[config.mk]
export PLATFORM = sky130hd
export DESIGN_NAME = led_status_arb
export DESIGN_NICKNAME = d
export VERILOG_FILES = /design/src/rtl/led_status_pkg.sv /design/src/rtl/led_status_arb_rr_pick3.sv /design/src/rtl/led_status_arb.sv
export SDC_FILE = /design/constraint.sdc
export NUM_CORES = 1
export LEC_CHECK = 0
export ABC_AREA = 0
export ABC_CLOCK_PERIOD_IN_PS = 5100
export CAP_MARGIN = 0
export CORE_MARGIN = 2
export CORE_UTILIZATION = 50
export DETAILED_ROUTE_END_ITERATION = 7
export PLACE_DENSITY = 0.8
export SLEW_MARGIN = 40
export SYNTH_ARGS = -nofsm -noshare
export SYNTH_HDL_FRONTEND = slang
export SYNTH_SLANG_ARGS = --single-unit
[constraint.sdc]
create_clock -name iclk -period 5.1 [get_ports iclk]
set_input_delay 1.02 -clock iclk [delete_from_list [all_inputs] [get_ports iclk]]
set_output_delay 1.02 -clock iclk [all_outputs]
set_load 0.01 [all_outputs]
[src/rtl/led_status_pkg.sv]
// Shared definitions for the LED status arbiter: FSM state encoding,
// requester count and the one-hot select codes driven into the LED LUT.
package led_status_pkg;

  localparam int NUM_REQ = 3;

  typedef logic [1:0] state_t;

  localparam state_t ST_IDLE = 2'd0;
  localparam state_t ST_SHOW = 2'd1;
  localparam state_t ST_GAP  = 2'd2;

  localparam logic [NUM_REQ-1:0] SEL_NONE = 3'b000;
  localparam logic [NUM_REQ-1:0] SEL_REQ0 = 3'b001;
  localparam logic [NUM_REQ-1:0] SEL_REQ1 = 3'b010;
  localparam logic [NUM_REQ-1:0] SEL_REQ2 = 3'b100;

  // Map a requester index to its LUT select code; out-of-range gives blank.
  function automatic logic [NUM_REQ-1:0] sel_of(input logic [1:0] idx);
    logic [NUM_REQ-1:0] sel;
    case (idx)
      2'd0:    sel = SEL_REQ0;
      2'd1:    sel = SEL_REQ1;
      2'd2:    sel = SEL_REQ2;
      default: sel = SEL_NONE;
    endcase
    return sel;
  endfunction

endpackage

[src/rtl/led_status_arb_rr_pick3.sv]
// rr_pick3: combinational three-way round-robin picker. Searches requesters
// in the order last+1, last+2, last+3 (mod 3) and returns the first one set.
module rr_pick3
  import led_status_pkg::*;
(
  input  logic [NUM_REQ-1:0] req,
  input  logic [1:0]         last,
  output logic               valid,
  output logic [1:0]         idx,
  output logic [NUM_REQ-1:0] onehot
);

  logic [1:0] cand0;
  logic [1:0] cand1;
  logic [1:0] cand2;

  // Successor index modulo 3; an illegal pointer value restarts at 0.
  function automatic logic [1:0] nxt(input logic [1:0] i);
    logic [1:0] n;
    case (i)
      2'd0:    n = 2'd1;
      2'd1:    n = 2'd2;
      default: n = 2'd0;
    endcase
    return n;
  endfunction

  // Walk the three candidates in rotation order and take the first hit.
  always_comb begin
    cand0  = nxt(last);
    cand1  = nxt(cand0);
    cand2  = nxt(cand1);
    valid  = |req;
    idx    = 2'd0;
    if (req[cand0])      idx = cand0;
    else if (req[cand1]) idx = cand1;
    else if (req[cand2]) idx = cand2;
    onehot = valid ? sel_of(idx) : SEL_NONE;
  end

endmodule

[src/rtl/led_status_arb.sv]
// led_status_arb: round-robin scheduler sharing one LED pattern LUT among
// three status requesters. Each grant is shown for a fixed minimum dwell,
// followed by an optional blank gap.
// Optional feature macro: LED_BLINK_EN -- requester 2 blinks during its dwell
// with half-period BLINK_HALF; without it every grant is steady.
module led_status_arb
  import led_status_pkg::*;
#(
  parameter int DWELL_CYCLES = 50000000,
  parameter int GAP_CYCLES   = 5000000,
  parameter int BLINK_HALF   = 12500000,
  parameter int CNT_W        = 26
) (
  input  logic               iclk,
  input  logic               irst,
  input  logic [NUM_REQ-1:0] req,
  output logic [NUM_REQ-1:0] grant,
  output logic               busy,
  output logic [NUM_REQ-1:0] done
);

  localparam logic [CNT_W-1:0] DWELL_LAST = CNT_W'(DWELL_CYCLES - 1);
  localparam int               GAP_M1     = (GAP_CYCLES > 0) ? GAP_CYCLES - 1 : 0;
  localparam logic [CNT_W-1:0] GAP_LAST   = CNT_W'(GAP_M1);
  localparam bit               HAS_GAP    = (GAP_CYCLES > 0);

  // Reject nonsensical configurations at elaboration time.
  if (DWELL_CYCLES < 1 || GAP_CYCLES < 0 || BLINK_HALF < 1) begin : g_bad_param
    $error("led_status_arb: DWELL_CYCLES and BLINK_HALF must be >= 1, GAP_CYCLES >= 0");
  end

  state_t             state_q, state_d;
  logic [CNT_W-1:0]   cnt_q,   cnt_d;
  logic [1:0]         last_q,  last_d;
  logic [NUM_REQ-1:0] grant_q, grant_d;
  logic               busy_q,  busy_d;
  logic [NUM_REQ-1:0] done_q,  done_d;

  logic               pick_valid;
  logic [1:0]         pick_idx;
  logic [NUM_REQ-1:0] pick_onehot;

`ifdef LED_BLINK_EN
  localparam logic [CNT_W-1:0] BLINK_LAST = CNT_W'(BLINK_HALF - 1);

  logic [CNT_W-1:0] blink_cnt_q, blink_cnt_d;
  logic             blink_off_q, blink_off_d;
`endif

  rr_pick3 u_pick (
    .req    (req),
    .last   (last_q),
    .valid  (pick_valid),
    .idx    (pick_idx),
    .onehot (pick_onehot)
  );

  // Next-state logic: IDLE picks a requester, SHOW times the dwell, GAP
  // times the blank interval. done is a pulse, so it defaults to zero.
  always_comb begin
    state_d = state_q;
    cnt_d   = cnt_q;
    last_d  = last_q;
    grant_d = grant_q;
    busy_d  = busy_q;
    done_d  = SEL_NONE;
`ifdef LED_BLINK_EN
    blink_cnt_d = blink_cnt_q;
    blink_off_d = blink_off_q;
`endif
    case (state_q)
      ST_IDLE: begin
        grant_d = SEL_NONE;
        busy_d  = 1'b0;
        if (pick_valid) begin
          state_d = ST_SHOW;
          grant_d = pick_onehot;
          busy_d  = 1'b1;
          cnt_d   = '0;
          last_d  = pick_idx;
`ifdef LED_BLINK_EN
          blink_cnt_d = '0;
          blink_off_d = 1'b0;
`endif
        end
      end
      ST_SHOW: begin
        // req is deliberately ignored here: the dwell is a guaranteed minimum.
        if (cnt_q == DWELL_LAST) begin
          grant_d = SEL_NONE;
          done_d  = sel_of(last_q);
          cnt_d   = '0;
          if (HAS_GAP) begin
            state_d = ST_GAP;
            busy_d  = 1'b1;
          end else begin
            state_d = ST_IDLE;
            busy_d  = 1'b0;
          end
        end else begin
          cnt_d  = cnt_q + CNT_W'(1);
          busy_d = 1'b1;
`ifdef LED_BLINK_EN
          // Only requester 2 blinks; phase toggles every BLINK_HALF cycles.
          if (blink_cnt_q == BLINK_LAST) begin
            blink_cnt_d = '0;
            blink_off_d = ~blink_off_q;
          end else begin
            blink_cnt_d = blink_cnt_q + CNT_W'(1);
          end
          if (last_q == 2'd2 && blink_off_d) grant_d = SEL_NONE;
          else                               grant_d = sel_of(last_q);
`else
          grant_d = sel_of(last_q);
`endif
        end
      end
      ST_GAP: begin
        grant_d = SEL_NONE;
        busy_d  = 1'b1;
        if (cnt_q == GAP_LAST) begin
          state_d = ST_IDLE;
          busy_d  = 1'b0;
          cnt_d   = '0;
        end else begin
          cnt_d = cnt_q + CNT_W'(1);
        end
      end
      default: begin
        state_d = ST_IDLE;
        grant_d = SEL_NONE;
        busy_d  = 1'b0;
        cnt_d   = '0;
      end
    endcase
  end

  // State and output registers; a reset also drops any pending done pulse.
  always_ff @(posedge iclk) begin
    if (irst) begin
      state_q <= ST_IDLE;
      cnt_q   <= '0;
      last_q  <= 2'd2;
      grant_q <= SEL_NONE;
      busy_q  <= 1'b0;
      done_q  <= SEL_NONE;
    end else begin
      state_q <= state_d;
      cnt_q   <= cnt_d;
      last_q  <= last_d;
      grant_q <= grant_d;
      busy_q  <= busy_d;
      done_q  <= done_d;
    end
  end

`ifdef LED_BLINK_EN
  // Blink phase registers; restarted on every SHOW entry.
  always_ff @(posedge iclk) begin
    if (irst) begin
      blink_cnt_q <= '0;
      blink_off_q <= 1'b0;
    end else begin
      blink_cnt_q <= blink_cnt_d;
      blink_off_q <= blink_off_d;
    end
  end
`endif

  assign grant = grant_q;
  assign busy  = busy_q;
  assign done  = done_q;

endmodule
Word-level counts from Yosys, hierarchy flattened:

Index checks and enable logic that the tools add are counted.

* $add $sub $neg: 1
* $lt $le $gt $ge: 3
* eq/ne operators: 13
* muxes and demuxes: 28
* bitwise gates (word level): 2
* reductions and logical operators: 9

Operators with widths (count)
* 2-to-1 mux 26 bit: 3
* one-hot mux 26 bit (3 select lines): 1
* adder 26 x 1 -> 26 bit, second input constant: 1
* == test 26 x 23 -> 1 bit, second input constant: 1
* == test 26 bit, second input constant: 1
* one-hot mux 3 bit (3 select lines): 2
* 2-to-1 mux 2 bit: 6
* one-hot mux 2 bit (2 select lines): 3
* == test 2 x 1 -> 1 bit, second input constant: 5
* zero test 2 bit: 5
* < comparator 2 x 3 -> 1 bit, second input constant: 3
* binary-select mux 1 bit (select 2 bit): 3
* == test 2 bit, second input constant: 3
* 2-to-1 mux 3 bit: 2
* inequality test 2 bit, second input constant: 3
* one-hot mux 2 bit (3 select lines): 1
* one-hot mux 3 bit (2 select lines): 1
* OR reduction 3 bit: 2
* 2-to-1 mux 1 bit: 5
* one-hot mux 1 bit (3 select lines): 1
* AND reduction 3 bit: 1
* NOT 1 bit: 2
* AND reduction 2 bit: 1

* flip-flop bits (word level): 37
* word-level logic and storage cells: 62

Longest topological paths before layout:

Gate-level depths: netlist of the first run.

* depth after elaboration: 15
* gate-level depth with buffers: 7
* gate-level depth less buffers: 7

Modules after synthesis:

A second synthesis of the first run with hierarchy kept.

* cell total of the unflattened synthesis: 237
* area total of the unflattened synthesis: 2020.7 um^2

By module, submodules not included
* led_status_arb: instances 1, cells each 225, area an instance 1928.1 um^2, sequential area each 740.7 um^2
* rr_pick3: instances 1, cells each 12, area an instance 92.6 um^2, sequential area each 0.0 um^2

Worst setup path before layout of the first run:

No wires, ideal clock.

* path kind: input to register
* from: in req[0]
* to: reg cnt_q[25]
* setup time: 0.130 ns
* arrival time: 2.268 ns
* data required time: 4.970 ns
* path slack: 2.701 ns
* cell stages on the path: 5
* path through: nor4b_2 -> nor3_1 -> nand4_1 -> xor2_1 -> nor2_1

* cells in the longest elaborated chain, start to end: 2

Ends and longest elaborated chain
* start: declaration: RTL line led_status_arb.sv:16 `input logic [NUM_REQ-1:0] req,`
* OR reduction 3 bit: RTL line led_status_arb_rr_pick3.sv:33 `valid = |req;`
* inequality test 2 bit (no line)
* end signal: assignment: RTL line led_status_arb.sv:149 `cnt_q <= cnt_d;`
* end: declaration: RTL line led_status_arb.sv:33 `logic [CNT_W-1:0] cnt_q, cnt_d;`

Every way passes these cells.
A chain may end at the register's enable or synchronous reset.

Final worst setup path of the first run:

* from: in req[2]
* to: reg cnt_q[18]

Same word-level chain as after synthesis.

==> impl_metrics.py, run 1 <==
metrics = {
    "clocking": {
        "cts_hold_buf": 0,
        "path_clk_slew_ns": 0.07,
        "cts_tree": "done",
        "ctsResizeCount": 0,
        "cts_buffers": 5,
        "clock-sinks": 37,
        "cts_setup_buffers": 0,
        "clockBufferDepth": 2,
        "clkLatencyLatePin_ns": 0.29,
        "cts-root-buf": "clkbuf_8",
        "htree_levels": 2,
    },
    "logic_synthesis": {
        "synth_nets": 221,
        "synth-warning-count": 0,
        "ys_ff_latch": 37,
        "ys_types": 42,
        "synth_top_cells_by_area": "dfxtp_1 40%, xor2_1 9.0%, nor2_1 6.7%, nand3_1 4.1%, nand2_1 3.7%",
        "ys_seq_area_share_pct": 40.11,
        "synthArstFlopShare_pct": 0,
        "synth_top_area_cell": "dfxtp_1",
        "ys.flop_type": "dfxtp_1",
        "synth_edf_count": 0,
        "synth_top_area_share_pct": 40.11,
        "syn_avg_cell_area_um2": 8.752,
        "synthCells": 211,
        "syn-cell-area_mm2": 0.001847,
    },
    "global_routing": {
        "grt_pass1_wl_um": 5954,
        "grt_antenna_before_repair": 0,
        "grt_use_total_pct": 18.40,
        "grt_max_degree": 14,
        "grt-ovfl-total": 0,
        "grt_pass1_vias": 1358,
    },
    "drt": {
        "drt-initial-drc-count": 117,
        "met3_length_um": 111,
        "highest_layer": "met4",
        "avgRoutedWirePerCell_um": 12.77,
        "dr_wl_met2_um": 1541,
        "drtAntennaViolNets": 0,
        "routed_wl_um": 3498,
        "wirelength_met1_um": 1757,
        "drc": 0,
        "routed_via_density": 5.423,
        "dr.pass1.iters": 4,
        "vias": 1486,
    },
    "place": {
        "port_buffers": 11,
        "gp_congestion": 0.7838,
        "place_ws_ns": 1.970,
        "dpl.hpwl_um": 2453,
        "placed_area_mm2": 0.002003,
    },
    "floorplan": {
        "start_util_pct": 51.21,
        "num_rows": 22,
        "dieArea_mm2": 0.004196,
        "io_pins": 12,
        "core_mm2": 0.003606,
        "die_h_um": 64.78,
        "fp.dieW_um": 64.78,
    },
    "pwr": {
        "power_density_mw_per_mm2": 265.5,
        "leakagePower_uw": 0.0006907,
        "vdd_drop_max_mv": 0.08865,
    },
    "critical_path": {
        "cp.required_ns": 5.32,
        "worstSetupPathType": "primary input to register",
        "crit_chain": "clkdlybuf4s50_1, nor4b_4, nor3_2, nand3b_1, or3_1, a21oi_1",
        "slowest_stage": "clkdlybuf4s50_1",
        "critical_path.max_stage_delay_ns": 0.59,
        "critPathCaptureType": "register",
        "crit_fanout": 9,
        "crit_arrival_ns": 2.93,
        "worstSetupStartpointType": "primary input",
    },
    "timing": {
        "clock-skew-final_ns": 0.004157,
        "worstMarginPinSlew_ns": 0.6413,
        "slew_violations": 0,
        "fmax_mhz": 370.1,
        "fin_crit_sh_pct": 52.97,
        "fin_crit_ns": 2.702,
        "slew_headroom_pct": 57.01,
        "finalSetupTns_ns": 0,
        "setup_viol": 0,
        "fin_ws_ns": 2.398,
        "rsz0062_at_grt": "false",
        "finalHoldViolations": 0,
    },
    "layout": {
        "num_antenna_cells": 0,
        "final_common_cell": "dfxtp_1",
        "nNetsFinal": 235,
        "final_cell_mix": "37 x dfxtp_1, 33 x nor2_1, 19 x xor2_1",
        "syn2layout_area_growth_pct": 13.41,
        "drive_gt1_share_pct": 8.407,
        "design_area_mm2": 0.002095,
    },
    "status": {
        "outcome": "complete, no violations",
    },
    "flow_run": {
        "maxCapViolCount": 0,
    },
    "min_path": {
        "hp-class": "register to register",
    },
}
[path summary, 6_finish.rpt]
| kind | slack (ns) | cells past startpoint | to | from |
|---|---|---|---|---|
| setup / recovery | 2.40 | 6 | cnt_q[18]$_SDFFE_PP0P_ | req[2] |
| hold / removal | 0.48 | 2 | cnt_q[1]$_SDFFE_PP0P_ | cnt_q[1]$_SDFFE_PP0P_ |
| setup reg to reg | 2.62 | 7 | cnt_q[23]$_SDFFE_PP0P_ | cnt_q[10]$_SDFFE_PP0P_ |
| hold reg to reg | 0.48 | 2 | cnt_q[1]$_SDFFE_PP0P_ | cnt_q[1]$_SDFFE_PP0P_ |
[power by group]
group | internal [µW] | switching, µW
Clock | 94.6 | 101
Combinational | 25.8 | 33.1
Sequential | 296 | 5.76
[cell families (layout without fill, tap and decap cells)]
family / after synthesis / count (layout) / synth area share, %
simple gates: 112 / 112 / 32.38
xor+xnor: 23 / 23 / 10.91
compound gates: 23 / 23 / 10.16
flops: 37 / 37 / 40.11
fa+ha+maj: 5 / 5 / 3.388
buf+inv: 11 / 26 / 3.049
[metrics by stage]
stage / hold slack, ns / power [µW] / cells / util (%)
2_1_floorplan: 0.4491 / 346.3 / 211 / -
3_3_place_gp: 0.4639 / 362.5 / 264 / 54.89
3_5_place_dp: 0.4708 / 365.9 / 266 / 55.55
4_1_cts: 0.4801 / 561.9 / 274 / 57.84
5_1_grt: 0.5335 / 577.8 / 274 / 58.08
6_report: 0.4783 / 556.1 / 274 / 58.08
[cells in the mapped netlist (2+ instances only)]
| cell | instances |
|---|---|
| nor4_1 | 3 |
| ha_1 | 5 |
| and3_1 | 2 |
| nand3_1 | 15 |
| dfxtp_1 | 37 |
| nand4_1 | 10 |
| clkbuf_1 | 4 |
| and2_1 | 2 |
| inv_1 | 5 |
| nand2b_1 | 2 |
| xor2_1 | 19 |
| nand2_1 | 18 |
| nor2_1 | 33 |
| a211oi_1 | 3 |
| nor4b_1 | 2 |
| o21ai_0 | 2 |
| nand3b_1 | 3 |
| nor2b_1 | 3 |
| nor3_1 | 6 |
| buf_6 | 2 |
| a21oi_1 | 9 |
| or3_1 | 3 |
| xnor2_1 | 4 |
[registers in the layout, summed over array words and instances (netlist names)]
register	count
done	3
last_q	2
state_q	2
grant	3
busy	1
cnt_q	26
[layout make-up]
type                            count  area, µm²
Fill cell                         320       1511
Multi-Input combinational cell    163       1064
Sequential cell                    37      740.7
Timing Repair Buffer               13      128.9
Clock buffer                        6      72.57
Tap cell                           48      60.06
Inverter                            5      18.77
Clock inverter                      2      10.01
[routing by layer]
layer  vias up  GRT usage, %
li1        773             -
met1       680         23.77
met3         7         3.646
met2        26         28.61
met4         0         10.37
met5         -             0
[worst max-delay path, delay by kind of cell]
family	cells	cell delay (ns)
AO/OA/AOI/OAI	1	0.14
buffers and inverters	1	0.59
AND/OR/NAND/NOR	4	1.17
(Power assumes the default switching activity.)
==> run 2: changes to the inputs <==
--- a/config.mk
+++ b/config.mk
@@ -6,7 +6,7 @@
 export NUM_CORES = 1
 export LEC_CHECK = 0
 export ABC_AREA = 0
-export ABC_CLOCK_PERIOD_IN_PS = 5100
+export ABC_CLOCK_PERIOD_IN_PS = 2800
 export CAP_MARGIN = 0
 export CORE_MARGIN = 2
 export CORE_UTILIZATION = 50
==> constraint.sdc (replaced) <==
create_clock -name iclk -period 2.8 [get_ports iclk]
set_input_delay 0.56 -clock iclk [delete_from_list [all_inputs] [get_ports iclk]]
set_output_delay 0.56 -clock iclk [all_outputs]
set_load 0.01 [all_outputs]
==> run 2 against run 1 <==
Non-clock buffer count grew 4; sequential cell count stayed put; worst setup slack worse by 2.0 ns; worst hold slack better by 0.022 ns; final cell count grew 1.5%; clock power up 110%; global-route usage increased by 0.84 points; first-iteration DRC count down 43%; combinational power grew 80%; die area is the same; sequential power is 82% higher; via count is 0.13% lower; critical path type is now register to register; largest power group unchanged; critical endpoint is now cnt_q[16]$_SDFFE_PP0P_.
==> impl_metrics.py, run 2 (synthesis results as in run 1) <==
metrics = {
    "status": {
        "outcome": "complete, no violations",
    },
    "timing": {
        "clock-skew-final_ns": 0.009760,
        "finalSetupTns_ns": 0,
        "holdWs_ns": 0.5000,
        "slew_violations": 0,
        "fin_crit_ns": 2.368,
        "slew_headroom_pct": 71.27,
        "finalHoldViolations": 0,
        "fmax_mhz": 422.2,
        "worstMarginPinSlew_ns": 0.4310,
        "fin_crit_sh_pct": 84.58,
        "rsz0062_at_grt": "false",
        "setup_viol": 0,
    },
    "layout": {
        "num_antenna_cells": 0,
        "fillCellCount": 323,
        "final_cell_mix": "37 x dfxtp_1, 33 x nor2_1, 19 x xor2_1",
        "drive_gt1_share_pct": 10.00,
        "syn2layout_area_growth_pct": 15.11,
        "top_register": "cnt_q",
        "nNetsFinal": 239,
        "multi_input_area_mm2": 0.001050,
        "seq_area_um2": 740.7,
        "largest_reg_flops": 26,
        "final_common_cell": "dfxtp_1",
    },
    "min_path": {
        "whs_endpoint": "cnt_q[1]$_SDFFE_PP0P_",
        "hp-class": "register to register",
        "hold_depth": 2,
        "hold_start": "cnt_q[1]$_SDFFE_PP0P_",
    },
    "critical_path": {
        "worstSetupPathType": "register to register",
        "cp.required_ns": 2.98,
        "crit_arrival_ns": 2.54,
        "worstSetupStartpointType": "register",
        "reg2reg_from": "cnt_q[0]$_SDFFE_PP0P_",
        "critPathCaptureType": "register",
        "r2r_end": "cnt_q[16]$_SDFFE_PP0P_",
        "crit_fanout": 19,
        "rr_worst_depth": 7,
        "reg2reg_slack_ns": 0.43,
        "crit_start": "cnt_q[0]$_SDFFE_PP0P_",
    },
    "floorplan": {
        "num_rows": 22,
        "die_h_um": 64.78,
        "start_util_pct": 51.21,
        "io_pins": 12,
        "core_mm2": 0.003606,
        "dieArea_mm2": 0.004196,
        "fp.dieW_um": 64.78,
    },
    "drt": {
        "vias": 1484,
        "drt-initial-drc-count": 67,
        "drtAntennaViolNets": 0,
        "routed_wl_um": 3466,
        "avgRoutedWirePerCell_um": 12.47,
        "routed_via_density": 5.338,
        "dr.pass1.iters": 4,
        "drc": 0,
    },
    "global_routing": {
        "grt-ovfl-total": 0,
        "grt_max_degree": 20,
        "grt_antenna_before_repair": 0,
        "grt_pass1_vias": 1377,
        "grt_use_total_pct": 19.24,
        "grt_pass1_wl_um": 6265,
    },
    "clocking": {
        "clockBufferDepth": 2,
        "cts_buffers": 5,
        "cts_tree": "done",
        "htree_levels": 2,
        "path_clk_slew_ns": 0.07,
        "cts_hold_buf": 0,
        "clock-sinks": 37,
        "ctsResizeCount": 0,
        "cts_setup_buffers": 0,
        "clkLatencyLatePin_ns": 0.29,
        "cts-root-buf": "clkbuf_8",
    },
    "pwr": {
        "vdd_drop_max_mv": 0.2966,
        "leakagePower_uw": 0.0007126,
        "power_density_mw_per_mm2": 498.5,
    },
    "place": {
        "dpl.hpwl_um": 2449,
        "gp_congestion": 0.8887,
        "port_buffers": 11,
    },
    "flow_run": {
        "maxCapViolCount": 0,
    },
}
==> run 2: critical path, stage by stage (launching register included) <==
cell      delay (ns)
dfxtp_1         0.37
ha_1            0.22
nand2_1         0.07
or3_1           0.38
o41a_4          0.41
a221oi_4        0.42
buf_4           0.30
nor2_1          0.07
==> run 2: worst max-delay path by stage <==
stage          slack [ns]                endpoint  cells past startpoint
3_3_place_gp         0.48   cnt_q[8]$_SDFFE_PP0P_                      5
6_report             0.43  cnt_q[16]$_SDFFE_PP0P_                      7
3_5_place_dp         0.45  cnt_q[23]$_SDFFE_PP0P_                      7
4_1_cts              0.42  cnt_q[17]$_SDFFE_PP0P_                      7
2_1_floorplan        0.71   cnt_q[3]$_SDFFE_PP0P_                      5
5_1_grt              0.26  cnt_q[16]$_SDFFE_PP0P_                      7
==> run 2: per-stage QoR <==
stage | setup WS [ns] | std cells | power, µW | util [%] | instance area [µm²]
after global placement | 0.4817 | 270 | 664.1 | 56.14 | 2024
after CTS | 0.4199 | 278 | 1070 | 58.95 | 2126
after detailed placement | 0.4550 | 270 | 665.3 | 56.14 | 2024
final | 0.4317 | 278 | 1060 | 58.95 | 2126
after global routing | 0.2561 | 278 | 1111 | 58.95 | 2126
after floorplan | 0.7056 | 211 | 630.8 | - | 1847
==> run 2: cell type report <==
class | count | share of cell area (%)
clock inverter | 1 | 0.2354
multi-input combinational | 163 | 49.38
tap | 48 | 2.825
sequential | 37 | 34.84
inverter | 5 | 0.8829
clock buffer | 7 | 4.532
timing repair buffer | 17 | 7.298
==> run 2: report_power, final <==
part / leakage, µW / internal (µW) / switching [µW]
Clock: 0.0000542 / 222 / 183
Combinational: 0.000359 / 45.7 / 60.0
Sequential: 0.000300 / 539 / 9.85
==> run 2: metal layers <==
metal,track usage (%),routed length [µm]
met2,28.74,1498
met5,0,0
met4,7.713,61
met3,6.250,137
met1,25.60,1768
